--- config.mk ---
export PLATFORM = sky130hd
export DESIGN_NAME = mac_rx_frame_reader
export DESIGN_NICKNAME = d
export VERILOG_FILES = /design/src/rtl/mac_rx_frame_reader.sv
export SDC_FILE = /design/constraint.sdc
export NUM_CORES = 1
export LEC_CHECK = 0
export BUFFER_PORTS_ARGS = -buffer_cell sky130_fd_sc_hd__buf_2
export CORE_ASPECT_RATIO = 0.7
export CORE_MARGIN = 2
export CORE_UTILIZATION = 45
export DETAILED_ROUTE_END_ITERATION = 10
export GPL_TIMING_DRIVEN = 0
export PLACE_DENSITY_LB_ADDON = 0.15
export SLEW_MARGIN = 20
export SYNTH_ARGS = -nofsm -noshare
export SYNTH_HDL_FRONTEND = slang
export SYNTH_SLANG_ARGS = --single-unit
--- constraint.sdc ---
create_clock -name clk -period 3.3 [get_ports clk]
set_input_delay 0.165 -clock clk [delete_from_list [all_inputs] [get_ports clk]]
set_output_delay 0.165 -clock clk [all_outputs]
set_load 0.05 [all_outputs]
--- src/rtl/mac_rx_frame_reader.sv ---
// Read-side consumer of one MAC port's RX queues: pops a frame descriptor, then
// forwards or drains exactly that many bytes from the RX data FIFO.
module mac_rx_frame_reader #(
  parameter int unsigned MAX_LEN = 1536,
  parameter int unsigned MIN_LEN = 60
) (
  input  logic        clk,
  input  logic        rst,
  output logic        rx_ptr_fifo_rd,
  input  logic [19:0] rx_ptr_fifo_dout,
  input  logic        rx_ptr_fifo_empty,
  output logic        rx_data_fifo_rd,
  input  logic [8:0]  rx_data_fifo_dout,
  output logic        o_valid,
  output logic [7:0]  o_data,
  output logic        o_sof,
  output logic        o_eof,
  output logic [6:0]  o_tag,
  input  logic        i_ready,
  output logic [15:0] frm_fwd_cnt,
  output logic [15:0] frm_drop_cnt,
  output logic        sync_err
);

  localparam logic [11:0] MAX_L = 12'(MAX_LEN);
  localparam logic [11:0] MIN_L = 12'(MIN_LEN);

  typedef enum logic [1:0] {IDLE, PTR, FWD, DRAIN} state_t;
  state_t state, state_nxt;

  logic [11:0] len, rem, ret_cnt;
  logic        rd_q;
  logic [1:0]  occ;
  logic [9:0]  skid0, skid1;  // {eof, sof, data}; skid0 is the head

  logic [11:0] d_len;
  logic        d_err;
  logic [6:0]  d_tag;
  logic        ptr_zero, ptr_bad;
  logic        accept, push, credit_ok;
  logic        ret_first, ret_last;
  logic        fwd_done, drain_done, drop_evt;
  logic [9:0]  ret_entry;

  assign d_len = rx_ptr_fifo_dout[11:0];
  assign d_err = rx_ptr_fifo_dout[12];
  assign d_tag = rx_ptr_fifo_dout[19:13];

  assign ptr_zero = (d_len == '0);
  assign ptr_bad  = d_err || (d_len < MIN_L) || (d_len > MAX_L);

  assign o_valid = (occ != 2'd0);
  assign o_data  = skid0[7:0];
  assign o_sof   = o_valid & skid0[8];
  assign o_eof   = o_valid & skid0[9];

  assign accept    = o_valid & i_ready;
  assign ret_first = (ret_cnt == '0);
  assign ret_last  = (ret_cnt == len - 12'd1);
  assign ret_entry = {ret_last, ret_first, rx_data_fifo_dout[7:0]};
  assign push      = rd_q && (state == FWD);

  // Credit counts the slot freed by this cycle's accept, so a full-rate
  // stream keeps one byte buffered and one in flight.
  assign credit_ok = ({1'b0, occ} + {2'b00, rd_q}) < (3'd2 + {2'b00, accept});

  assign fwd_done   = (state == FWD) && accept && o_eof;
  assign drain_done = (state == DRAIN) && (rem == '0) && rd_q;
  assign drop_evt   = drain_done || ((state == PTR) && ptr_zero);

  always_ff @(posedge clk) begin
    if (rst) state <= IDLE;
    else     state <= state_nxt;
  end

  always_comb begin
    state_nxt = state;
    unique case (state)
      IDLE:  if (!rx_ptr_fifo_empty) state_nxt = PTR;
      PTR: begin
        if (ptr_zero)     state_nxt = IDLE;
        else if (ptr_bad) state_nxt = DRAIN;
        else              state_nxt = FWD;
      end
      FWD:   if (fwd_done)   state_nxt = IDLE;
      DRAIN: if (drain_done) state_nxt = IDLE;
      default: state_nxt = IDLE;
    endcase
  end

  always_comb begin
    rx_ptr_fifo_rd  = 1'b0;
    rx_data_fifo_rd = 1'b0;
    if (!rst) begin
      rx_ptr_fifo_rd  = (state == IDLE) && !rx_ptr_fifo_empty;
      rx_data_fifo_rd = (rem != '0) &&
                        ((state == DRAIN) || ((state == FWD) && credit_ok));
    end
  end

  always_ff @(posedge clk) begin
    if (rst) begin
      len          <= '0;
      rem          <= '0;
      ret_cnt      <= '0;
      rd_q         <= 1'b0;
      occ          <= 2'd0;
      skid0        <= '0;
      skid1        <= '0;
      o_tag        <= '0;
      frm_fwd_cnt  <= '0;
      frm_drop_cnt <= '0;
      sync_err     <= 1'b0;
    end else begin
      rd_q <= rx_data_fifo_rd;

      if (state == PTR) begin
        len     <= d_len;
        rem     <= d_len;
        ret_cnt <= '0;
        o_tag   <= d_tag;
      end else begin
        if (rx_data_fifo_rd) rem     <= rem - 12'd1;
        if (rd_q)            ret_cnt <= ret_cnt + 12'd1;
      end

      // The SOF marker must be set on exactly the first byte of each frame.
      if (rd_q && (ret_first != rx_data_fifo_dout[8])) sync_err <= 1'b1;

      if (fwd_done && (frm_fwd_cnt != '1))  frm_fwd_cnt  <= frm_fwd_cnt + 16'd1;
      if (drop_evt && (frm_drop_cnt != '1)) frm_drop_cnt <= frm_drop_cnt + 16'd1;

      case ({push, accept})
        2'b10: begin
          if (occ == 2'd0) skid0 <= ret_entry;
          else             skid1 <= ret_entry;
          occ <= occ + 2'd1;
        end
        2'b01: begin
          skid0 <= skid1;
          occ   <= occ - 2'd1;
        end
        2'b11: begin
          if (occ == 2'd1) begin
            skid0 <= ret_entry;
          end else begin
            skid0 <= skid1;
            skid1 <= ret_entry;
          end
        end
        default: ;
      endcase
    end
  end

endmodule

== Word-level counts from Yosys, hierarchy flattened ==
Cells that the tools add are included.
W data, S select, Z words.
Cells by class
  $add $sub $neg: 9
  equal/unequal tests: 17
  magnitude comparators: 3
  multiplexer cells: 17
  bitwise operators: 3
  reductions and logical operators: 32
Operator list (number)
  $mux W10: 4
  $logic_not A12 Y1: 3
  $add A16 B1 Y16 const B: 2
  $ne A16 B16 Y1 const B: 2
  $pmux W10 S3: 1
  $mux W12: 2
  $sub A12 B1 Y12 const B: 2
  $pmux W10 S2: 1
  $add A12 B1 Y12 const B: 1
  $eq A12 B12 Y1: 1
  $gt A12 B11 Y1 const B: 1
  $logic_and A1 B1 Y1: 12
  $lt A12 B6 Y1 const B: 1
  $ne A2 B2 Y1 const B: 6
  $reduce_bool A12 Y1: 1
  $eq A2 B2 Y1 const B: 4
  $mux W2: 4
  $pmux W2 S4: 1
  $reduce_bool A2 Y1: 4
  $eq A2 B1 Y1 const B: 3
  $reduce_and A3 Y1: 2
  $logic_not A2 Y1: 2
  $logic_or A1 B1 Y1: 4
  $pmux W2 S2: 1
  other kinds (12): 16
Word-level totals
  input port bits: 33
  bits in registers: 101
  logic and storage cells: 93
  output and inout bits: 53

== Logic depth before layout (Yosys ltp) ==
Gate-level depths: netlist of run 1.
  depth in word-level cells: 10
  depth in mapped cells: 11
  gate-level depth less buffers: 11

== Least setup slack after synthesis of run 1 ==
OpenSTA, ideal clock, no wires.
  path kind: register to register
  start point: register frm_drop_cnt[6]
  end point: register frm_drop_cnt[1]
  buffers on the path: 2
  setup time: 0.128 ns
  arrival: 2.276 ns
  slack: 0.897 ns
  period minus slack after synthesis: 2.403 ns
  cell stages (with the launch flop): 9
  cells stage by stage: dfxtp_1 and4_2 nand3_1 or3_1 nand3_1 buf_2 buf_2 mux2i_1 nor2_1
On the way
  cells in the longest elaborated chain, start to end: 2
Ends and longest elaborated chain
  start: declaration: line 21  | output logic [15:0] frm_drop_cnt,
  start signal: assignment: line 131  | if (drop_evt && (frm_drop_cnt != '1)) frm_drop_cnt <= frm_drop_cnt + 16'd1;
  $ne A16 B16 Y1: line 131
  $logic_and A1 B1 Y1: line 131
No other way between the ends.
A chain may end at the register's enable or synchronous reset.

== Worst setup path in the final report of run 1 ==
  start point: register rem[4]
  end point: output port rx_data_fifo_rd
On the way
  cells in the longest elaborated chain, start to end: 3
Ends and longest elaborated chain
  start: declaration: line 31  | logic [11:0] len, rem, ret_cnt;
  start signal: assignment: line 119  | rem <= d_len;
  start signal: assignment: line 123  | if (rx_data_fifo_rd) rem <= rem - 12'd1;
  $reduce_bool A12 Y1: line 96  | rx_data_fifo_rd = (rem != '0) &&
  $logic_and A1 B1 Y1: line 96
  $mux W1: line 94  | if (!rst) begin
  end: declaration: line 12  | output logic rx_data_fifo_rd,
No other way between the ends.

==> flow_summary.ini, run 1 <==
[yosys]
synth_area_leader_cell = dfxtp_1
yosysWarnings = 0
synthFlopType = dfxtp_1
synth_most_common_cell = dfxtp_1
synthArstFlopShare_pct = 0
ys_seq_elements = 101
postSynthAreaPerCell_um2 = 8.15
synthTopCellsByCount = 101 x dfxtp_1, 96 x nand2_1, 57 x a21oi_1
synth_area_leaders = dfxtp_1 40%, nand2_1 7.1%, a21oi_1 5.6%
synth_edf_count = 0
synth_cells = 627
synth_nets = 673
synth_area_mm2 = 0.00511
seq_area_frac_synth_pct = 39.6
synth_cell_type_count = 59
synth_top_area_share_pct = 39.6

[clock_network]
hold_buffers = 0
postCtsSetupBuffers = 0
cts_max_path_buffers = 2
clock-root-buffer = clkbuf_16
path_clk_slew_ns = 0.07
cts_tree = built
clock_latency_ns = 0.35
cts_sinks = 101
post_cts_resized = 0
htree_num_levels = 3
cts_made_buffers = 9

[detailed_routing]
drtIter0Drc = 318
firstDrtPassIters = 4
drtAntennaViolNets = 0
met2RoutedLength_um = 5760
met3WireLength_um = 928
drc = 0
num_vias = 4852
wirelength_um = 13500
wl_met1_um = 6730
vias_per_cell = 5.51
wl_per_cell_um = 15.4
top_layer_used = met4

[sta]
setup_slack_ns = 0.432
layout_worst_path_cycle_share_pct = 86.9
grt_setup_unrepaired = false
skew_ns = 0.00706
layout_min_cycle_time_ns = 2.87
maxSlewViolCount = 0
worstMarginPinSlew_ns = 0.919
fin_tns_setup_ns = 0
hold_viol_final = 0
fmax_mhz = 349
holdWs_ns = 0.0556
setup_violations = 0
slew_headroom_pct = 38.7

[floorplanning]
dieArea_mm2 = 0.0122
start_util_pct = 46.2
rows = 32
fp.dieW_um = 131
coreArea_mm2 = 0.0111
die_y_um = 93.2
design.portCount = 86

[critical_path]
endpoint = rx_data_fifo_rd
arrival_ns = 2.70
worst-r2r-cell-count = 9
crit_start = rem[4]$_SDFFE_PP0P_
worstPathRequired_ns = 3.13
reg2reg_to = frm_drop_cnt[9]$_SDFFE_PP0P_
critPathLaunchType = register
r2r_slack_ns = 0.55
reg2reg_from = rem[4]$_SDFFE_PP0P_
cp-end-kind = output port
cp_max_fo = 10
critPathKind = reg2out

[final_layout]
nets = 769
drive_above_1_share_pct = 18.1
syn2layout_area_growth_pct = 18.3
antenna_cells = 0

[min_path]
hold_class = in2reg

[power_and_ir_drop]
max-vdd-ir-drop_mv = 0.251
p_leak_nw = 2.38
power_density_mw_per_mm2 = 530
power_mw = 3.20

[place]
dp_slack_ns = 0.545
place.gp.congestion = 0.906
post-dp-hpwl_um = 10100
io_buffers = 85

[global_route]
grt_use_total_pct = 23.0
grt_first_pass_wirelength_um = 22600
grt_antenna_before_repair = 0
first_global_vias = 4551
grt_start_max_net_pins = 17
grt-ovfl-total = 0

[flow_run]
cap_violations = 0

[status]
status = finished clean
layer usage:
| layer | vias up | global-route usage (%) |
|---|---|---|
| li1 | 2417 | - |
| met1 | 2281 | 32.2 |
| met2 | 143 | 35.6 |
| met3 | 11 | 5.69 |
| met4 | 0 | 5.80 |
| met5 | - | 0 |
area by class of cell:
class	instances	area (um^2)
Timing Repair Buffer	85	425
Inverter	19	71.3
Sequential cell	101	2020
Multi-Input combinational cell	470	2790
Clock inverter	6	87.6
Clock buffer	10	229
Fill cell	1072	5010
Buffer	37	226
Tap cell	153	191
layout by cell type (no fill, tap or decap), types with 9 or more instances in the layout:
cell type  synthesis  layout
dfxtp_1          101     101
xnor2_1           19      19
inv_1             19      19
ha_1              13      13
xor2_1            25      25
or3_1             18      18
buf_2              2      87
o21ai_0           17      17
nor2_1            47      47
nor3_1            20      20
clkbuf_1          20      21
a31oi_1           14      14
clkbuf_16          0       9
nand3_1           25      25
a21oi_1           57      57
nand4_1           17      17
nand2_1           96      96
worst max-delay path, cell delays in order (launching register included):
cell,delay (ns)
dfxtp_1,0.31
buf_6,0.13
nor4_1,0.62
a311oi_1,0.24
o21ai_1,0.28
clkbuf_1,0.43
inv_1,0.11
buf_2,0.23
sequential cells by signal, summed over array words and instances (netlist names):
name          count
o_tag             7
rem              12
sync_err          1
frm_drop_cnt     16
rd_q              1
ret_cnt          12
skid1            10
state             2
frm_fwd_cnt      16
len              12
occ               2
skid0            10
cells by family after synthesis:
logic type,Yosys count,share of synthesized area [%]
simple gates,276,26.9
flops,101,39.6
mux,6,1.18
xor+xnor,44,7.54
compound gates,131,15.8
buf+inv,56,5.83
fa+ha+maj,13,3.18
stage by stage:
| stage | area [um^2] | util [%] | std cells |
|---|---|---|---|
| 2_1_floorplan | 5110 | - | 627 |
| 3_3_place_gp | 5730 | 51.8 | 865 |
| 3_5_place_dp | 5730 | 51.8 | 865 |
| 4_1_cts | 6040 | 54.7 | 881 |
| 5_1_grt | 6040 | 54.7 | 881 |
| 6_report | 6040 | 54.7 | 881 |
where the power goes:
group	total (mW)	switching, mW	internal [mW]
clock	1.13	0.465	0.665
sequential	1.35	0.0567	1.29
combinational	0.726	0.471	0.255
total	3.20	0.992	2.21
how the worst min path moves through the flow:
stage                     cells past startpoint                    end            startpoint  slack [ns]
after CTS                                     3  o_tag[2]$_SDFFE_PP0P_  rx_ptr_fifo_dout[15]        0.05
after detailed placement                      3  o_tag[5]$_SDFFE_PP0P_  rx_ptr_fifo_dout[18]        0.42
final                                         3  o_tag[2]$_SDFFE_PP0P_  rx_ptr_fifo_dout[15]        0.06
after floorplan                               2  skid1[0]$_SDFFE_PP0P_  rx_data_fifo_dout[0]        0.30
after global placement                        3  o_tag[2]$_SDFFE_PP0P_  rx_ptr_fifo_dout[15]        0.41
after global routing                          3  o_tag[2]$_SDFFE_PP0P_  rx_ptr_fifo_dout[15]        0.04
Note: power is estimated with default switching activity, not from simulation.
==> run 2, diff against run 1 <==
--- a/config.mk
+++ b/config.mk
@@ -5,8 +5,8 @@
 export SDC_FILE = /design/constraint.sdc
 export NUM_CORES = 1
 export LEC_CHECK = 0
-export BUFFER_PORTS_ARGS = -buffer_cell sky130_fd_sc_hd__buf_2
-export CORE_ASPECT_RATIO = 0.7
+export BUFFER_PORTS_ARGS = -buffer_cell sky130_fd_sc_hd__buf_4
+export CORE_ASPECT_RATIO = 1.2
 export CORE_MARGIN = 2
 export CORE_UTILIZATION = 45
 export DETAILED_ROUTE_END_ITERATION = 10
==> run 2 against run 1 <==
Power is essentially flat. Final cell count shrank 2.7%. Hold slack gained 0.0094 ns. Via count grew 0.29%. Setup slack gained 0.12 ns. Critical endpoint unchanged. Clock skew is essentially flat. Critical path depth grew 1. Cell area grew 2.9%.
==> flow_summary.ini, run 2 (synthesis gave the netlist of run 1 again) <==
[clock_network]
post_cts_resized = 0
cts_sinks = 101
path_clk_slew_ns = 0.06
cts_max_path_buffers = 2
hold_buffers = 0
clock_latency_ns = 0.34
clock-root-buffer = clkbuf_16
postCtsSetupBuffers = 0
htree_num_levels = 3
cts_made_buffers = 9
cts_tree = built

[power_and_ir_drop]
p_clk_share_pct = 34.7
internal_power_mw = 2.25
power_switching_mw = 0.957
sw_frac_of_total_pct = 29.9
power_density_mw_per_mm2 = 515
power_frac_comb_pct = 23.3
p_leak_nw = 2.39
p_seq_share_pct = 42.0
power_mw = 3.20
max-vdd-ir-drop_mv = 0.215

[detailed_routing]
drtAntennaViolNets = 0
vias_per_cell = 5.68
wirelength_um = 13300
wl_per_cell_um = 15.6
drc = 0
drtIter0Drc = 301
num_vias = 4866
firstDrtPassIters = 5

[floorplanning]
rows = 42
design.portCount = 86
start_util_pct = 46.3
die_y_um = 121
dieArea_mm2 = 0.0122
fp.dieW_um = 101
coreArea_mm2 = 0.0110

[global_route]
met2_usage_pct = 37.2
grt.busiest_layer = met2
grt_antenna_before_repair = 0
use_met1_pct = 27.2
grt_use_total_pct = 22.0
grt_start_max_net_pins = 15
grt_first_pass_wirelength_um = 21600
first_global_vias = 4638
grt-ovfl-total = 0
met3_usage_pct = 3.18

[sta]
maxSlewViolCount = 0
fmax_mhz = 365
fin_tns_setup_ns = 0
holdWs_ns = 0.0649
hold_viol_final = 0
slew_headroom_pct = 44.1
layout_worst_path_cycle_share_pct = 83.1
grt_setup_unrepaired = false
layout_min_cycle_time_ns = 2.74
skew_ns = 0.00671
setup_violations = 0
worstMarginPinSlew_ns = 0.838

[place]
place.gp.congestion = 0.926
post-dp-hpwl_um = 9910
io_buffers = 85

[critical_path]
cp-end-kind = output port
critPathKind = reg2out
cp_max_fo = 10
critPathLaunchType = register
arrival_ns = 2.58
worstPathRequired_ns = 3.13

[status]
status = finished clean

[final_layout]
syn2layout_area_growth_pct = 21.6
antenna_cells = 0
fillCellCount = 1026
fin_util_pct = 56.3
multi_input_area_mm2 = 0.00279
drive_above_1_share_pct = 17.8
final_common_cell = dfxtp_1
largestRegisters = frm_drop_cnt (16), frm_fwd_cnt (16)
regArea_mm2 = 0.00202
most-common-layout-cells = 101 x dfxtp_1, 96 x nand2_1, 93 x buf_4
nets = 769

[min_path]
hold_class = in2reg

[flow_run]
cap_violations = 0
## run 2: cell count changes in the layout (fill, tap and decap cells not counted)
cell,delta
buf_2,-85
buf_4,+85
clkbuf_8,+1
clkinv_2,-2
clkinv_4,-2
## run 2: path summary, 6_finish.rpt
kind                                              end  cells after the start             startpoint  slack, ns
worst max-delay path                  rx_data_fifo_rd                      8    occ[0]$_SDFFE_PP0P_       0.56
worst max register to register   rem[11]$_SDFFE_PP0P_                      8    occ[0]$_SDFFE_PP0P_       0.63
worst min register to register  o_tag[3]$_SDFFE_PP0P_                      2  o_tag[3]$_SDFFE_PP0P_       0.45
worst min-delay path            o_tag[0]$_SDFFE_PP0P_                      3   rx_ptr_fifo_dout[13]       0.06
## run 2: critical path, stage by stage, from the launching register on
cell      delay [ns]
dfxtp_1         0.41
inv_1           0.07
ha_1            0.28
or3b_1          0.40
a21oi_1         0.27
o21ai_1         0.18
clkbuf_1        0.28
inv_1           0.15
buf_4           0.21
## run 2: area by class of cell
type / count / share of cell area [%]
clock buffer: 11 / 3.90
buffer: 37 / 3.64
inverter: 19 / 1.15
multi-input combinational: 470 / 44.9
tap: 132 / 2.66
timing repair buffer: 85 / 10.3
sequential: 101 / 32.5
clock inverter: 2 / 0.966
## run 2: power by group through the flow
stage | Sequential [mW] | Combinational, mW | Clock, mW
floorplan | 1.38 | 0.521 | 0
global placement | 1.37 | 0.728 | 0
detailed placement | 1.37 | 0.740 | 0
CTS | 1.34 | 0.743 | 1.13
global route | 1.35 | 0.816 | 1.17
finish | 1.35 | 0.746 | 1.11
## run 2: per-stage QoR
stage               worst slack (ns)  cell area (um^2)  std cells
CTS                            0.591              6220        857
global route                   0.420              6220        857
global placement               0.748              5910        844
finish                         0.557              6220        857
floorplan                      0.897              5110        627
detailed placement             0.713              5910        844
## run 2: per-layer routing
metal | part of all wire [%] | wire [um]
met1 | 44 | 5870
met2 | 49 | 6530
met3 | 4.3 | 572
met4 | 2.7 | 366
met5 | 0 | 0
==> run 3, diff against run 2 <==
==> constraint.sdc (replaced) <==
create_clock -name clk -period 2.4 [get_ports clk]
set_input_delay 0.12 -clock clk [delete_from_list [all_inputs] [get_ports clk]]
set_output_delay 0.12 -clock clk [all_outputs]
set_load 0.05 [all_outputs]
==> run 3 against run 2 <==
Critical path depth unchanged. Combinational power rose by 47%. Hold slack got worse by 0.044 ns. Die area unchanged. Register-to-register slack worse by 0.55 ns. Sequential power rose by 38%. First-iteration DRC count up 9.6%. Critical path type is now reg2reg. Cell area grew 2.4%. Final cell count increased by 0.93%. Via count rose by 0.16%. Global-route usage is 0.15 points lower. Wire length shrank 1.0%.
==> flow_summary.ini, run 3 (synthesis gave the netlist of run 1 again) <==
[critical_path]
cp_max_fo = 6
r2r_slack_ns = 0.08
worstPathRequired_ns = 2.66
cp-end-kind = register
critPathKind = reg2reg
max_stage_delay_ns = 0.42
path_buf_inv = 1
reg2reg_to = rem[11]$_SDFFE_PP0P_
cpMaxStageDelayCell = or4_1
critPathLaunchType = register
critical_path.top_delay_family = simple AND/OR/NAND/NOR gates
arrival_ns = 2.58
worst-r2r-cell-count = 8
path_cells = inv_1, ha_4, or3b_1, a21oi_2, o21ai_2, or3_4, or4_1, o211ai_1
reg2reg_from = occ[0]$_SDFFE_PP0P_

[detailed_routing]
wirelength_um = 13200
firstDrtPassIters = 5
wl_per_cell_um = 15.3
drtAntennaViolNets = 0
drc = 0
drtIter0Drc = 330
vias_per_cell = 5.63
num_vias = 4874

[sta]
fmax_mhz = 431
grt_setup_unrepaired = true
skew_ns = 0.00745
setup_violations = 0
slew_headroom_pct = 45.8
layout_worst_path_cycle_share_pct = 96.7
worstMarginPinSlew_ns = 0.813
hold_viol_final = 0
layout_min_cycle_time_ns = 2.32
maxSlewViolCount = 0

[global_route]
first_global_vias = 4498
grt_use_total_pct = 21.9
grt_first_pass_wirelength_um = 21500
grt-ovfl-total = 0
grt_antenna_before_repair = 0
grt_start_max_net_pins = 17

[clock_network]
cts_made_buffers = 9
cts_sinks = 101
clock_latency_ns = 0.35
cts_max_path_buffers = 2
htree_num_levels = 3
path_clk_slew_ns = 0.07
clock-root-buffer = clkbuf_16
cts_tree = built
hold_buffers = 0

[floorplanning]
fp.dieW_um = 101
coreArea_mm2 = 0.0110
dieArea_mm2 = 0.0122
design.portCount = 86
rows = 42
die_y_um = 121
start_util_pct = 46.3

[final_layout]
most-common-layout-cells = 99 x buf_4, 99 x dfxtp_1, 96 x nand2_1
fin_util_pct = 57.7
drive_above_1_share_pct = 21.4
largestRegisters = frm_drop_cnt (16), frm_fwd_cnt (16)
antenna_cells = 0
syn2layout_area_growth_pct = 24.6
nets = 774

[flow_run]
cap_violations = 0

[place]
place.gp.congestion = 0.979
io_buffers = 85
post-dp-hpwl_um = 9770

[min_path]
whs_path_depth = 3
hold-path-endpoint = o_tag[1]$_SDFFE_PP0P_
hp-start = rx_ptr_fifo_dout[14]
hold_class = in2reg

[power_and_ir_drop]
power_mw = 4.51
power_density_mw_per_mm2 = 709
p_leak_nw = 2.45
max-vdd-ir-drop_mv = 0.429

[status]
status = finished clean
run 3: cell count changes in the layout (fill, tap and decap cells not counted), sizes merged:
| cell | before | now |
|---|---|---|
| clkinvlp | 0 | 1 |
| buf | 98 | 105 |
| clkbuf | 35 | 32 |
| inv | 19 | 20 |
| clkinv | 0 | 2 |
run 3: final cells by class:
class / instances / area, um^2
clock buffer: 10 / 229
tap: 132 / 165
buffer: 37 / 231
inverter: 19 / 71.3
sequential: 101 / 2020
timing repair buffer: 90 / 676
fill: 1012 / 4670
clock inverter: 6 / 86.3
multi-input combinational: 470 / 2880
run 3: worst max path at each step:
stage                                            start                             to  slack (ns)  cells past startpoint
after floorplan           frm_drop_cnt[7]$_SDFFE_PP0P_   frm_drop_cnt[1]$_SDFFE_PP0P_        0.01                      8
after global placement             occ[0]$_SDFFE_PP0P_           rem[11]$_SDFFE_PP0P_       -0.14                      8
after global routing               rem[0]$_SDFFE_PP0P_  frm_drop_cnt[13]$_SDFFE_PP0P_       -0.05                      9
final                              occ[0]$_SDFFE_PP0P_           rem[11]$_SDFFE_PP0P_        0.08                      8
after CTS                          rem[0]$_SDFFE_PP0P_           rem[11]$_SDFFE_PP0P_       -0.01                      8
after detailed placement           occ[0]$_SDFFE_PP0P_           rem[11]$_SDFFE_PP0P_       -0.18                      8
run 3: power by group:
| part | leakage [nW] | internal [mW] | switching (mW) |
|---|---|---|---|
| logic | 1.47 | 0.440 | 0.660 |
| clock network | 0.153 | 0.914 | 0.640 |
| registers | 0.819 | 1.77 | 0.0855 |
| total | 2.45 | 3.13 | 1.38 |
run 3: stage by stage:
stage / std cells / setup TNS (ns) / hold slack, ns / setup slack [ns] / area (um^2)
after floorplan: 627 / 0 / 0.256 / 0.0104 / 5110
after global placement: 844 / -0.883 / 0.370 / -0.137 / 5910
after detailed placement: 844 / -1.06 / 0.381 / -0.184 / 5910
after CTS: 861 / -0.0242 / 0.0154 / -0.0141 / 6270
after global routing: 865 / -0.119 / 0.0288 / -0.0500 / 6370
final: 865 / 0 / 0.0212 / 0.0787 / 6370
run 3: worst min-delay path, delay by kind of cell:
family / cells / cell delay [ns]
compound gates: 1 / 0.05
buf+inv: 1 / 0.11
simple gates: 1 / 0.04
run 3: layer usage:
layer	track usage, %	share of wire [%]	vias up
li1	-	-	2424
met1	27.2	44	2266
met2	37.6	49	151
met3	4.16	5.0	33
met4	7.18	2.2	0
met5	0	0	-
run 3: timing repair:
action / 4_1_cts / 5_1_grt
resized for setup: 8 / 22
buffers inserted: 1 / 4
hold endpoints to repair: 0 / 0
setup endpoints to repair: 16 / 38
cloned: 0 / 0
pin swaps: 1 / 9
